File: src/rtl/pam_demod_pkg.sv
// Shared types and defaults for the PAM-4 threshold demodulator.
package pam_demod_pkg;

  typedef enum logic [1:0] {IDLE, TRAIN, DATA, DRAIN} state_t;

  typedef logic [1:0] sym_t;

  localparam int DEF_TRAIN_LEN   = 16;
  localparam int DEF_LENGTH_DATA = 1024;

  function automatic sym_t gray_map(input sym_t s);
    return s ^ (s >> 1);
  endfunction

endpackage

File: src/rtl/pam4_thresh_demod_if.sv
// Sample stream from the synchroniser and symbol stream to bit recovery.
interface pam4_thresh_demod_if
  import pam_demod_pkg::*;
#(
  parameter int AD_CVER_WIDTH = 12
) ();

  logic                            syn_demodu_valid;
  logic signed [AD_CVER_WIDTH-1:0] syn_demodu_data;
  logic                            syn_demodu_ready;
  logic                            demod_valid;
  sym_t                            demod_sym;
  logic                            demod_last;
  logic                            demod_err;

  modport master (
    output syn_demodu_valid, syn_demodu_data,
    input  syn_demodu_ready, demod_valid, demod_sym, demod_last, demod_err
  );

  modport slave (
    input  syn_demodu_valid, syn_demodu_data,
    output syn_demodu_ready, demod_valid, demod_sym, demod_last, demod_err
  );

endinterface

File: src/rtl/pam4_slicer.sv
// Final registered stage: counts thresholds exceeded and maps to a symbol.
// Gray output coding when PAM4_GRAY_MAP_EN is defined, natural binary otherwise.
module pam4_slicer
  import pam_demod_pkg::*;
#(
  parameter int AD_CVER_WIDTH = 12
) (
  input  logic                     clk,
  input  logic                     arst_n,
  input  logic [AD_CVER_WIDTH-1:0] u_i,
  input  logic [AD_CVER_WIDTH-1:0] thr0_i,
  input  logic [AD_CVER_WIDTH-1:0] thr1_i,
  input  logic [AD_CVER_WIDTH-1:0] thr2_i,
  input  logic                     vld_i,
  input  logic                     last_i,
  output sym_t                     sym_o,
  output logic                     vld_o,
  output logic                     last_o
);

  sym_t lvl;
  sym_t code;
  sym_t sym_p2;
  logic vld_p2;
  logic last_p2;

  always_comb begin
    lvl = {1'b0, (u_i > thr0_i)} + {1'b0, (u_i > thr1_i)} + {1'b0, (u_i > thr2_i)};
`ifdef PAM4_GRAY_MAP_EN
    code = gray_map(lvl);
`else
    code = lvl;
`endif
  end

  // stage p2: decided symbol register
  always_ff @(posedge clk or negedge arst_n) begin
    if (!arst_n) begin
      sym_p2  <= '0;
      vld_p2  <= 1'b0;
      last_p2 <= 1'b0;
    end else begin
      vld_p2  <= vld_i;
      last_p2 <= vld_i & last_i;
      if (vld_i) sym_p2 <= code;
    end
  end

  assign sym_o  = sym_p2;
  assign vld_o  = vld_p2;
  assign last_o = last_p2;

endmodule

File: src/rtl/pam4_thresh_demod.sv
// PAM-4 demodulator: learns four levels from a training block, then slices payload.
// Symbol coding selected by PAM4_GRAY_MAP_EN inside pam4_slicer.
module pam4_thresh_demod
  import pam_demod_pkg::*;
#(
  parameter int AD_CVER_WIDTH = 12,
  parameter int TRAIN_LEN     = DEF_TRAIN_LEN,
  parameter int LENGTH_DATA   = DEF_LENGTH_DATA
) (
  input logic                clk,
  input logic                arst_n,
  pam4_thresh_demod_if.slave bus
);

  localparam int W     = AD_CVER_WIDTH;
  localparam int SH    = $clog2(TRAIN_LEN / 4);
  localparam int ACC_W = W + SH;
  localparam int FRAME = TRAIN_LEN + LENGTH_DATA;
  localparam int CNT_W = $clog2(FRAME) + 1;

  function automatic logic [W-1:0] midpoint(input logic [W-1:0] a, input logic [W-1:0] b);
    logic [W:0] s;
    s = {1'b0, a} + {1'b0, b};
    return s[W:1];
  endfunction

  state_t             state_q, state_d;
  logic [CNT_W-1:0]   cnt_q, cnt_d;
  logic [ACC_W-1:0]   sum_q [4];
  logic [ACC_W-1:0]   sum_d [4];
  logic [W-1:0]       thr_q [3];
  logic [W-1:0]       thr_c [3];
  logic [W-1:0]       mean  [4];
  logic               lat_q, lat_d;
  logic               err_q, ready_q;
  logic               abort, dvld, dlast, bad_lvl;
  logic [W-1:0]       u, u_p0, u_p1;
  logic               vld_p0, vld_p1, last_p0, last_p1;

  assign u = {~bus.syn_demodu_data[W-1], bus.syn_demodu_data[W-2:0]};

  always_comb begin
    for (int k = 0; k < 4; k++) mean[k] = sum_q[k][SH +: W];
    for (int k = 0; k < 3; k++) thr_c[k] = midpoint(mean[k], mean[k+1]);
    bad_lvl = !((mean[0] < mean[1]) && (mean[1] < mean[2]));
  end

  always_comb begin
    state_d = state_q;
    cnt_d   = cnt_q;
    lat_d   = 1'b0;
    abort   = 1'b0;
    dvld    = 1'b0;
    dlast   = 1'b0;
    for (int k = 0; k < 4; k++) sum_d[k] = sum_q[k];
    case (state_q)
      IDLE: if (bus.syn_demodu_valid) begin
        state_d = TRAIN;
        cnt_d   = CNT_W'(1);
        for (int k = 0; k < 4; k++) sum_d[k] = '0;
        sum_d[0] = ACC_W'(u);
      end
      TRAIN: if (!bus.syn_demodu_valid) begin
        abort   = 1'b1;
        state_d = IDLE;
        for (int k = 0; k < 4; k++) sum_d[k] = '0;
      end else begin
        sum_d[cnt_q[1:0]] = sum_q[cnt_q[1:0]] + ACC_W'(u);
        cnt_d = cnt_q + CNT_W'(1);
        if (cnt_q == CNT_W'(TRAIN_LEN - 1)) begin
          state_d = DATA;
          lat_d   = 1'b1;
        end
      end
      DATA: if (!bus.syn_demodu_valid) begin
        abort   = 1'b1;
        state_d = IDLE;
        for (int k = 0; k < 4; k++) sum_d[k] = '0;
      end else begin
        dvld  = 1'b1;
        cnt_d = cnt_q + CNT_W'(1);
        if (cnt_q == CNT_W'(FRAME - 1)) begin
          dlast   = 1'b1;
          state_d = DRAIN;
        end
      end
      // Swallow an over-long valid so it cannot be mistaken for a new frame.
      DRAIN: if (!bus.syn_demodu_valid) state_d = IDLE;
      default: state_d = IDLE;
    endcase
  end

  always_ff @(posedge clk or negedge arst_n) begin
    if (!arst_n) begin
      state_q <= IDLE;
      cnt_q   <= '0;
      lat_q   <= 1'b0;
      err_q   <= 1'b0;
      ready_q <= 1'b0;
      for (int k = 0; k < 4; k++) sum_q[k] <= '0;
      for (int k = 0; k < 3; k++) thr_q[k] <= '0;
    end else begin
      state_q <= state_d;
      cnt_q   <= cnt_d;
      lat_q   <= lat_d;
      ready_q <= 1'b1;
      err_q   <= abort | (lat_q & bad_lvl);
      for (int k = 0; k < 4; k++) sum_q[k] <= sum_d[k];
      if (lat_q) for (int k = 0; k < 3; k++) thr_q[k] <= thr_c[k];
    end
  end

  // stage p0/p1: align payload with the thresholds latched after training
  always_ff @(posedge clk or negedge arst_n) begin
    if (!arst_n) begin
      vld_p0  <= 1'b0;
      vld_p1  <= 1'b0;
      last_p0 <= 1'b0;
      last_p1 <= 1'b0;
    end else begin
      vld_p0  <= dvld;
      vld_p1  <= vld_p0;
      last_p0 <= dlast;
      last_p1 <= last_p0;
    end
  end

  always_ff @(posedge clk) begin
    u_p0 <= u;
    u_p1 <= u_p0;
  end

  pam4_slicer #(.AD_CVER_WIDTH(W)) u_slicer (
    .clk    (clk),
    .arst_n (arst_n),
    .u_i    (u_p1),
    .thr0_i (thr_q[0]),
    .thr1_i (thr_q[1]),
    .thr2_i (thr_q[2]),
    .vld_i  (vld_p1),
    .last_i (last_p1),
    .sym_o  (bus.demod_sym),
    .vld_o  (bus.demod_valid),
    .last_o (bus.demod_last)
  );

  assign bus.syn_demodu_ready = ready_q;
  assign bus.demod_err        = err_q;

endmodule

File: src/flat_wrapper.sv
// flat-port wrapper written by rule: the top's interface ports become plain ports
module pam4_thresh_demod_flat import pam_demod_pkg::*;
#(
  parameter int AD_CVER_WIDTH = 12,
  parameter int TRAIN_LEN     = DEF_TRAIN_LEN,
  parameter int LENGTH_DATA   = DEF_LENGTH_DATA
)
  (clk, arst_n, bus_syn_demodu_valid, bus_syn_demodu_data, bus_syn_demodu_ready, bus_demod_valid, bus_demod_sym, bus_demod_last, bus_demod_err);
  pam4_thresh_demod_if #(.AD_CVER_WIDTH(AD_CVER_WIDTH)) bus_i ();
  input logic clk;
  input logic arst_n;
  input wire logic [$bits(bus_i.syn_demodu_valid)-1:0] bus_syn_demodu_valid;
  input wire logic [$bits(bus_i.syn_demodu_data)-1:0] bus_syn_demodu_data;
  output wire logic [$bits(bus_i.syn_demodu_ready)-1:0] bus_syn_demodu_ready;
  output wire logic [$bits(bus_i.demod_valid)-1:0] bus_demod_valid;
  output wire logic [$bits(bus_i.demod_sym)-1:0] bus_demod_sym;
  output wire logic [$bits(bus_i.demod_last)-1:0] bus_demod_last;
  output wire logic [$bits(bus_i.demod_err)-1:0] bus_demod_err;
  assign bus_i.syn_demodu_valid = bus_syn_demodu_valid;
  assign bus_i.syn_demodu_data = bus_syn_demodu_data;
  assign bus_syn_demodu_ready = bus_i.syn_demodu_ready;
  assign bus_demod_valid = bus_i.demod_valid;
  assign bus_demod_sym = bus_i.demod_sym;
  assign bus_demod_last = bus_i.demod_last;
  assign bus_demod_err = bus_i.demod_err;
  pam4_thresh_demod #(.AD_CVER_WIDTH(AD_CVER_WIDTH), .TRAIN_LEN(TRAIN_LEN), .LENGTH_DATA(LENGTH_DATA)) u_core (.clk(clk), .arst_n(arst_n), .bus(bus_i));
endmodule
File: config.mk
export PLATFORM = sky130hd
export DESIGN_NAME = pam4_thresh_demod_flat
export DESIGN_NICKNAME = d
export VERILOG_FILES = /design/src/rtl/pam_demod_pkg.sv /design/src/rtl/pam4_thresh_demod_if.sv /design/src/rtl/pam4_slicer.sv /design/src/rtl/pam4_thresh_demod.sv /design/src/flat_wrapper.sv
export SDC_FILE = /design/constraint.sdc
export NUM_CORES = 1
export LEC_CHECK = 0
export CAP_MARGIN = 40
export CORE_ASPECT_RATIO = 1.4
export CORE_MARGIN = 2
export CORE_UTILIZATION = 40
export DETAILED_ROUTE_END_ITERATION = 10
export SLEW_MARGIN = 20
export SYNTH_ARGS = -nofsm -noshare
export SYNTH_HDL_FRONTEND = slang
export SYNTH_SLANG_ARGS = --single-unit
File: constraint.sdc
create_clock -name clk -period 3.3 [get_ports clk]
set_input_delay 0.66 -clock clk [delete_from_list [all_inputs] [get_ports clk]]
set_output_delay 0.66 -clock clk [all_outputs]
set_load 0.03 [all_outputs]
# Word level (Yosys, flattened, before mapping)
# Cells that the tools add are included.
[word_totals]
reg_bits = 141
output_inout_bits = 6
word_cells = 91
[classes]
add_sub_neg = 7
n_lt_le_gt_ge = 7
n_eq_ne = 11
muxes = 30
n_bitwise = 5
reduce_logical = 10
[ops]
columns = ["cell", "n"]
rows = [
  ["two-way mux 56 bit", 3],
  ["one-hot mux 56 bit (3 select lines)", 1],
  ["bitwise mux 56 bit", 1],
  ["two-way mux 14 bit", 3],
  ["adder 12 x 12 -> 13 bit", 3],
  ["greater-than comparator 12 bit", 3],
  ["binary-select mux 14 bit (select 2 bit)", 1],
  ["demux 14 bit (select 2 bit)", 1],
  ["< comparator 12 bit", 2],
  ["two-way mux 12 bit", 2],
  ["one-hot mux 12 bit (2 select lines)", 1],
  ["adder 14 x 12 -> 14 bit", 1],
  ["adder 12 x 1 -> 12 bit (second input constant)", 1],
  ["equality test 12 x 11 -> 1 bit (second input constant)", 1],
  ["equality test 12 x 4 -> 1 bit (second input constant)", 1],
  ["two-way mux 2 bit", 6],
  ["two-way mux 1 bit", 10],
  ["one-hot mux 2 bit (4 select lines)", 1],
  ["!= test 2 bit (second input constant)", 3],
  ["!= test 3 x 2 -> 1 bit (second input constant)", 2],
  ["AND reduction 3 bit", 2],
  ["equality test 2 bit (second input constant)", 2],
  ["AND reduction 4 bit", 1],
  [">= comparator 3 bit (second input constant)", 1],
  ["other kinds (15)", 17],
]

# Longest topological paths before layout
# Gate-level depths: netlist of run 1.
[logic_depth]
ltp_word = 8
ltp_mapped = 11

# Hierarchy
# From an unflattened synthesis of run 1, not the netlist that was laid out.
[hier_totals]
hier_cells = 926
area_unflattened_um2 = 8956.1
[by_module_without_submodules]
columns = ["module", "n_inst", "cells_per_inst", "area_each_um2", "seq_area_each_um2"]
rows = [
  ["pam4_thresh_demod", 1, 794, 7925.1, 3308.2],
  ["pam4_slicer", 1, 132, 1031.0, 100.1],
]

# Worst setup path before layout of run 1
# OpenSTA, ideal clock, no wires.
[synth_timing]
path_type = "flip-flop to flip-flop"
from = "register u_core.cnt_q[0]"
to = "register u_core.sum_q, in the netlist u_core.mean[42]"
arrival_ns = 3.257
path_slack_ns = -0.084
path_stages_with_launch = 12
n_path_buf = 2
synth_period_minus_slack_ns = 3.384
cell_sequence = "dfrtp_1 buf_2 buf_1 mux4_2 ha_1 fa_1 a211oi_1 o21ai_1 a21oi_1 xnor2_1 a222oi_1 inv_1"
[synth_via]
elab_chain_cells = 8
elab_cells_between_ends = 13
[synth_rtl]
columns = ["element", "line", "text"]
rows = [
  ["start, declared", "pam4_thresh_demod.sv:28", "logic [CNT_W-1:0] cnt_q, cnt_d;"],
  ["start signal, assigned", "pam4_thresh_demod.sv:104", "cnt_q <= cnt_d;"],
  ["NOT 2 -> 3 bit (not written as such) (*)", "pam4_thresh_demod.sv:68", "sum_d[cnt_q[1:0]] = sum_q[cnt_q[1:0]] + ACC_W'(u);"],
  ["binary-select mux 14 bit (select 2 bit) (tied with other cells)", "pam4_thresh_demod.sv:68", ""],
  ["two-way mux 14 bit (not written as such) / logical AND 1 bit (equally long branches)", "pam4_thresh_demod.sv:68", ""],
  ["two-way mux 14 bit (not written as such)", "pam4_thresh_demod.sv:68", ""],
  ["adder 14 x 12 -> 14 bit / demux 14 bit (select 2 bit) (equally long branches)", "pam4_thresh_demod.sv:68", ""],
  ["bitwise mux 56 bit (*)", "pam4_thresh_demod.sv:68", ""],
  ["two-way mux 56 bit (*)", "pam4_thresh_demod.sv:63", "TRAIN: if (!bus.syn_demodu_valid) begin"],
  ["one-hot mux 56 bit (3 select lines) (*)", "pam4_thresh_demod.sv:56", "case (state_q)"],
  ["end, declared", "pam4_thresh_demod.sv:29", "logic [ACC_W-1:0] sum_q [4];"],
]
# Mark *: on every way between the ends. The rest lies on a longest branch, timed or not. The select of a mux whose other input is x is not followed.
# A chain may end at the register's enable or synchronous reset.

# Final worst setup path of run 1
# Ends and elaborated chain as after synthesis.

==> results of run 1 <==
[power groups by stage]
stage / clock network, W / logic, W / registers (W)
finish: 0.00188 / 0.00283 / 0.00220
global placement: 0 / 0.00278 / 0.00223
global route: 0.00198 / 0.00315 / 0.00224
CTS: 0.00192 / 0.00283 / 0.00220
floorplan: 0 / 0.00195 / 0.00216
detailed placement: 0 / 0.00281 / 0.00223
[path summary, 6_finish.rpt]
check	startpoint	end	slack (ns)	depth (start not counted)
setup / recovery	u_core.cnt_q[0]	u_core.mean[42]	0.25	9
hold reg to reg	u_core.u_p0[9]	u_core.u_p1[9]	0.33	0
setup reg to reg	u_core.cnt_q[0]	u_core.mean[42]	0.25	9
min in group clk	u_core.u_p0[9]	u_core.u_p1[9]	0.33	0
hold / removal	arst_n	u_core.sum_q[43]	0.26	1
max in group asynchronous	arst_n	u_core.thr_q[31]	2.38	2
[synth_stat cells, drive strengths merged, types with 10 or more instances]
cell type and instances:
a211oi 10, a21o 10, a21oi 76, a22o 23, clkbuf 14, dfrtp 117
dfxtp 24, ha 113, inv 89, mux4 14, nand2 77, nand3 17
nor2 68, nor3 20, o21ai 70, xnor2 28, xor2 17
[registers in the layout, indices dropped and copies added (netlist names)]
register and flops:
u_core.vld_p0 1, u_core.u_slicer.sym_o 2, u_core.u_slicer.vld_o 1, u_core.lat_q 1, u_core.state_q 2, u_core.u_slicer.last_o 1, u_core.last_p0 1, u_core.u_p0 12
u_core.bus.syn_demodu_ready 1, u_core.u_p1 12, u_core.mean 48, u_core.bus.demod_err 1, u_core.thr_q 36, u_core.last_p1 1, u_core.cnt_q 12, u_core.sum_q 8
u_core.vld_p1 1
[per-stage QoR]
step / std cells / cell area [sq um] / hold slack [ns] / worst slack (ns)
after floorplan: 929 / 8930 / 0.3096 / 0.09969
after global placement: 1245 / 9589 / 0.3125 / 0.08544
after detailed placement: 1245 / 9589 / 0.3186 / 0.06271
after CTS: 1277 / 10160 / 0.2901 / 0.2764
after global routing: 1277 / 10160 / 0.3142 / 0.02345
final: 1277 / 10160 / 0.2557 / 0.2497
[routing by layer]
metal	routed length (um)	up-vias	share of wire	global-route usage
li1	-	3397	-	-
met1	9750	3433	0.40	0.2490
met2	13000	128	0.54	0.4050
met3	643	50	0.027	0.02872
met4	791	0	0.033	0.08645
met5	0	-	0	0
[cell families (layout without fill, tap and decap cells)]
logic type	after synthesis	in the layout	synth area share
xor gates and xnor gates	45	45	0.04414
AOI/OAI and AO/OA	252	252	0.1843
buffers and inverters	110	161	0.04694
muxes	24	24	0.04723
DFF	141	141	0.3817
adders and majority gates	118	118	0.1696
and+or+nand+nor	238	238	0.1257
other	1	1	0.0004200
[layout make-up]
type / instances / area [sq um] / share of cell area
multi-input combinational: 678 / 5101 / 0.5020
sequential: 141 / 3410 / 0.3355
clock buffer: 18 / 439.2 / 0.04322
timing repair buffer: 40 / 372.9 / 0.03670
tap: 297 / 371.6 / 0.03657
inverter: 89 / 334.1 / 0.03288
clock inverter: 14 / 132.6 / 0.01305
==> metrics.txt, run 1 <==
Synth Register Bits 141; Synth area leaders dfrtp_1, ha_1, dfxtp_1, a21oi_1, inv_1; GRT Overall Usage 0.2187; Slew @ Worst Pin 0.7881 ns; worst path bufs/invs 1; fin. max-slew vios 0; sequential share of power 0.319; most frequent cells in the layout dfrtp_1, ha_1, inv_1; WL final between 20,000 and 25,000 um; clock network power share 0.271; Hold Path Class in -> async; RSZ-0062 raised after global routing no; CTS max path bufs 2; Initial Util 0.4084; dpl hpwl 19,000 um; post-layout min period 3.050 ns; Net Count, Synth 1,062; crit-path max cell delay 0.53 ns; final clock skew approximately 0.0079 ns; Post-synth EDFFs 0; hold bufs inserted after CTS 0; IO Port Bufs 20; Worst-path clk slew roughly 0.060 ns; Die H 180.8 um; H-Tree Depth 4; Vias per Instance 5.488; pwr/cell area 680.2 nW/um^2; ant diodes 0; Critical Path End Type flip-flop; status finished, final reports clean; LEAKAGE 4.560 nW; Final Power 0.006911 W; Antenna Nets Post-Route 0; crit-path leading delay family compound AO/OA/AOI/OAI gates; grt total ovfl 0; Setup Viol. Count Final 0; sw power 0.002781 W; mean area per synthesized cell ~9.6 sq um; Synth Instances 929; synth unique cells 79; Slew headroom 0.4663; ys async rst share 0.8298; Die ar. 23,550 sq um; Synth area leader dfrtp_1; Post-Syn Area 8929 sq um; initial antenna violation count 0; fmax 327.8 MHz; setup TNS 0 ns; CP startpoint kind flip-flop; First-pass DRT Iterations 5; GP Congestion 0.8904; critical path cell sequence mux4_2 -> ha_1 -> fa_1 -> a211oi_1 -> o21ai_1 -> a21oi_1 -> xnor2_1 -> a222oi_1 -> inv_1; post-CTS resize count 0; CTS buffer count 17; I/O pins 21; warning count from the yosys run 0; initial drt markers roughly 460; Post-CTS Setup Bufs 0; Critical Path Fanout Max 4; CP required 3.62 ns; Fin. Hold Viols 0; Worst path slowest cell mux4_2; vias in the first global route 7,334; commonest non-fill, non-tap cell in the layout dfrtp_1; WL/cell 18.94 um; Worst EP arrival 3.37 ns; number of fill cells between 2,000 and 2,500; first-pass GRT wire length 39,070 um; Final period util 0.9243; core area 21,860 sq um; TritonCTS clock tree yes; post-layout net count 1,100; Most used DFF post-synth dfrtp_1; die width ~130 um; routed via count 7,008; clk root buf clkbuf_16; sequential-to-total area share from yosys stat 0.3817; Remaining DRCs 0; cell internal pwr 0.004130 W; Cell Rows 64; final core occ 0.4648; max-cap violations 0; largest net degree at the start of global routing 61; top-area cell type share of the netlist area 0.3279; layout cell share with drive strength beyond 1 0.08673; Layout area overhead 13.80%; Switching Share 0.4024; # clock sinks 141; Comb power frac 0.410; Crit Path Category reg -> reg; maximum VDD drop 0.4432 mV; Clock Latency Late Sink 0.43 ns
No activity file was read; power rests on OpenSTA's default activity.
==> run 2: changes to the inputs <==
--- a/config.mk
+++ b/config.mk
@@ -9,6 +9,7 @@
 export CORE_ASPECT_RATIO = 1.4
 export CORE_MARGIN = 2
 export CORE_UTILIZATION = 40
+export CTS_CLUSTER_DIAMETER = 60
 export DETAILED_ROUTE_END_ITERATION = 10
 export SLEW_MARGIN = 20
 export SYNTH_ARGS = -nofsm -noshare
==> constraint.sdc (replaced) <==
create_clock -name clk -period 3.45 [get_ports clk]
set_input_delay 0.69 -clock clk [delete_from_list [all_inputs] [get_ports clk]]
set_output_delay 0.69 -clock clk [all_outputs]
set_load 0.01 [all_outputs]
==> run 2 against run 1 <==
Against the previous run: final cell count shrank 0.23%; highest routed layer unchanged; routed wire length shrank 0.83%; register-to-register slack gained 0.04 ns; setup slack gained 0.039 ns; clock-buffer cell count is the same.
==> metrics.txt, run 2 (same netlist as run 1, synthesis figures left out) <==
LEAKAGE 4.549 nW; die width 130.3 um; WL/cell 18.82 um; critical path cell sequence buf_4 -> buf_4 -> mux4_2 -> ha_1 -> and3_1 -> nor4bb_1 -> o21ai_1 -> a21boi_1 -> xnor2_1 -> o21ai_1; Crit Path Category reg -> reg; Clock Latency Late Sink roughly 0.44 ns; Cell Rows 64; met2 GRT Util 0.3826; Critical Path End Type flip-flop; fmax 316.4 MHz; IO Port Bufs 20; vias in the first global route 7,149; Critical Path Fanout Max 10; first-pass GRT wire length 38,410 um; GP Congestion between 0.9 and 1; Remaining DRCs 0; crit-path leading delay family multiplexers; WL final 23,980 um; Layout area overhead 13.86%; Worst path slowest cell mux4_2; grt total ovfl 0; worst path bufs/invs 2; First-pass DRT Iterations 5; fin. max-slew vios 0; Antenna Nets Post-Route 0; Slew @ Worst Pin 0.8200 ns; GR Util met3 0.02635; Vias per Instance 5.522; post-layout min period 3.161 ns; largest net degree at the start of global routing 49; RSZ-0062 raised after global routing no; Setup Viol. Count Final 0; final cell count without fillers 1,274; maximum VDD drop 0.4024 mV; initial antenna violation count 0; layout cell share with drive strength beyond 1 0.08291; CTS buffer count 17; CTS max path bufs 2; Die ar. 23,550 sq um; initial drt markers 412; setup TNS 0 ns; ant diodes 0; hold bufs inserted after CTS 0; pwr/cell area 659.8 nW/um^2; commonest non-fill, non-tap cell in the layout dfrtp_1; Final Power 0.006708 W; dpl hpwl 18,730 um; CP startpoint kind flip-flop; Fin. Hold Viols 0; Worst-path clk slew 0.06 ns; busiest layer in global routing met2; post-CTS resize count 0; Post-CTS Setup Bufs 0; crit-path max cell delay about 0.52 ns; GR Layer Usage met1 0.2516; GRT Overall Usage 0.2160; Hold Path Class in -> async; CP required 3.75 ns; Post-Layout Inst Area 10,170 sq um; sequential share of power 0.314; I/O pins 21; final clock skew 0.01652 ns; placed insts 1,242; Comb power frac 0.395; post-layout net count roughly 1,100; Die H between 150 and 200 um; clk root buf clkbuf_16; Switching Share 0.3941; clock network power share 0.291; TritonCTS clock tree yes; routed via count 7,035; max-cap violations 0; Post-Place Cell Area 9554 sq um; Slew headroom 0.4447; core area approximately 22,000 sq um; Initial Util 0.4084; most frequent cells in the layout dfrtp_1, ha_1, inv_1; # clock sinks approximately 140; H-Tree Depth 4; Final period util 0.9162; cell internal pwr 0.004064 W; sw power 0.002644 W; Worst EP arrival 3.46 ns; max reg flops 48; final core occ 0.4650; status finished, final reports clean
==> run 2: changes by cell type in the layout (fill, tap and decap cells not counted) <==
cell	delta
clkbuf_8	-1
clkinv_2	-3
buf_4	-2
inv_8	-1
bufinv_16	+2
buf_12	-1
clkinvlp_4	+1
clkinv_4	+1
clkbuf_1	+1
==> run 2: final timing paths <==
check	from	endpoint	slack, ns	cells past startpoint
max	u_core.cnt_q[0]	u_core.mean[35]	0.29	10
min in group clk	u_core.u_p0[9]	u_core.u_p1[9]	0.33	0
max reg2reg	u_core.cnt_q[0]	u_core.mean[35]	0.29	10
min reg2reg	u_core.u_p0[9]	u_core.u_p1[9]	0.33	0
max in group asynchronous	arst_n	u_core.thr_q[7]	2.37	2
min	arst_n	u_core.sum_q[43]	0.28	1
==> run 2: cell type report <==
cell class	instances	area [sq um]
Clock inverter	14	182.7
Clock buffer	18	429.2
Multi-Input combinational cell	678	5101
Inverter	89	334.1
Sequential cell	141	3410
Fill cell	2081	11700
Timing Repair Buffer	37	337.8
Tap cell	297	371.6
==> run 2: per-stage QoR <==
step | hold slack [ns] | setup WS [ns]
6_report | 0.2776 | 0.2890
5_1_grt | 0.3321 | 0.1222
4_1_cts | 0.3000 | 0.2926
3_5_place_dp | 0.3161 | 0.1468
3_3_place_gp | 0.3129 | 0.1283
2_1_floorplan | 0.3096 | 0.06551
==> run 2: per-layer routing <==
metal / routed length (um) / vias up
met2: 12650 / 155
met1: 9642 / 3435
met5: 0 / -
met4: 1111 / 0
li1: - / 3386
met3: 575 / 59
==> run 2: worst reg2reg max path, stage by stage (launching register included) <==
cell and delay (ns):
dfrtp_1 0.40, buf_4 0.22, buf_4 0.24, mux4_2 0.53, ha_1 0.41, and3_1 0.21, nor4bb_1 0.29, o21ai_1 0.18
a21boi_1 0.22, xnor2_1 0.22, o21ai_1 0.10
==> run 2: power groups by stage <==
stage / Sequential [W] / Combinational [W] / Clock (W)
6_report: 0.00211 / 0.00265 / 0.00195
2_1_floorplan: 0.00205 / 0.00186 / 0
3_5_place_dp: 0.00214 / 0.00263 / 0
5_1_grt: 0.00214 / 0.00289 / 0.00206
3_3_place_gp: 0.00214 / 0.00261 / 0
4_1_cts: 0.00211 / 0.00264 / 0.00198
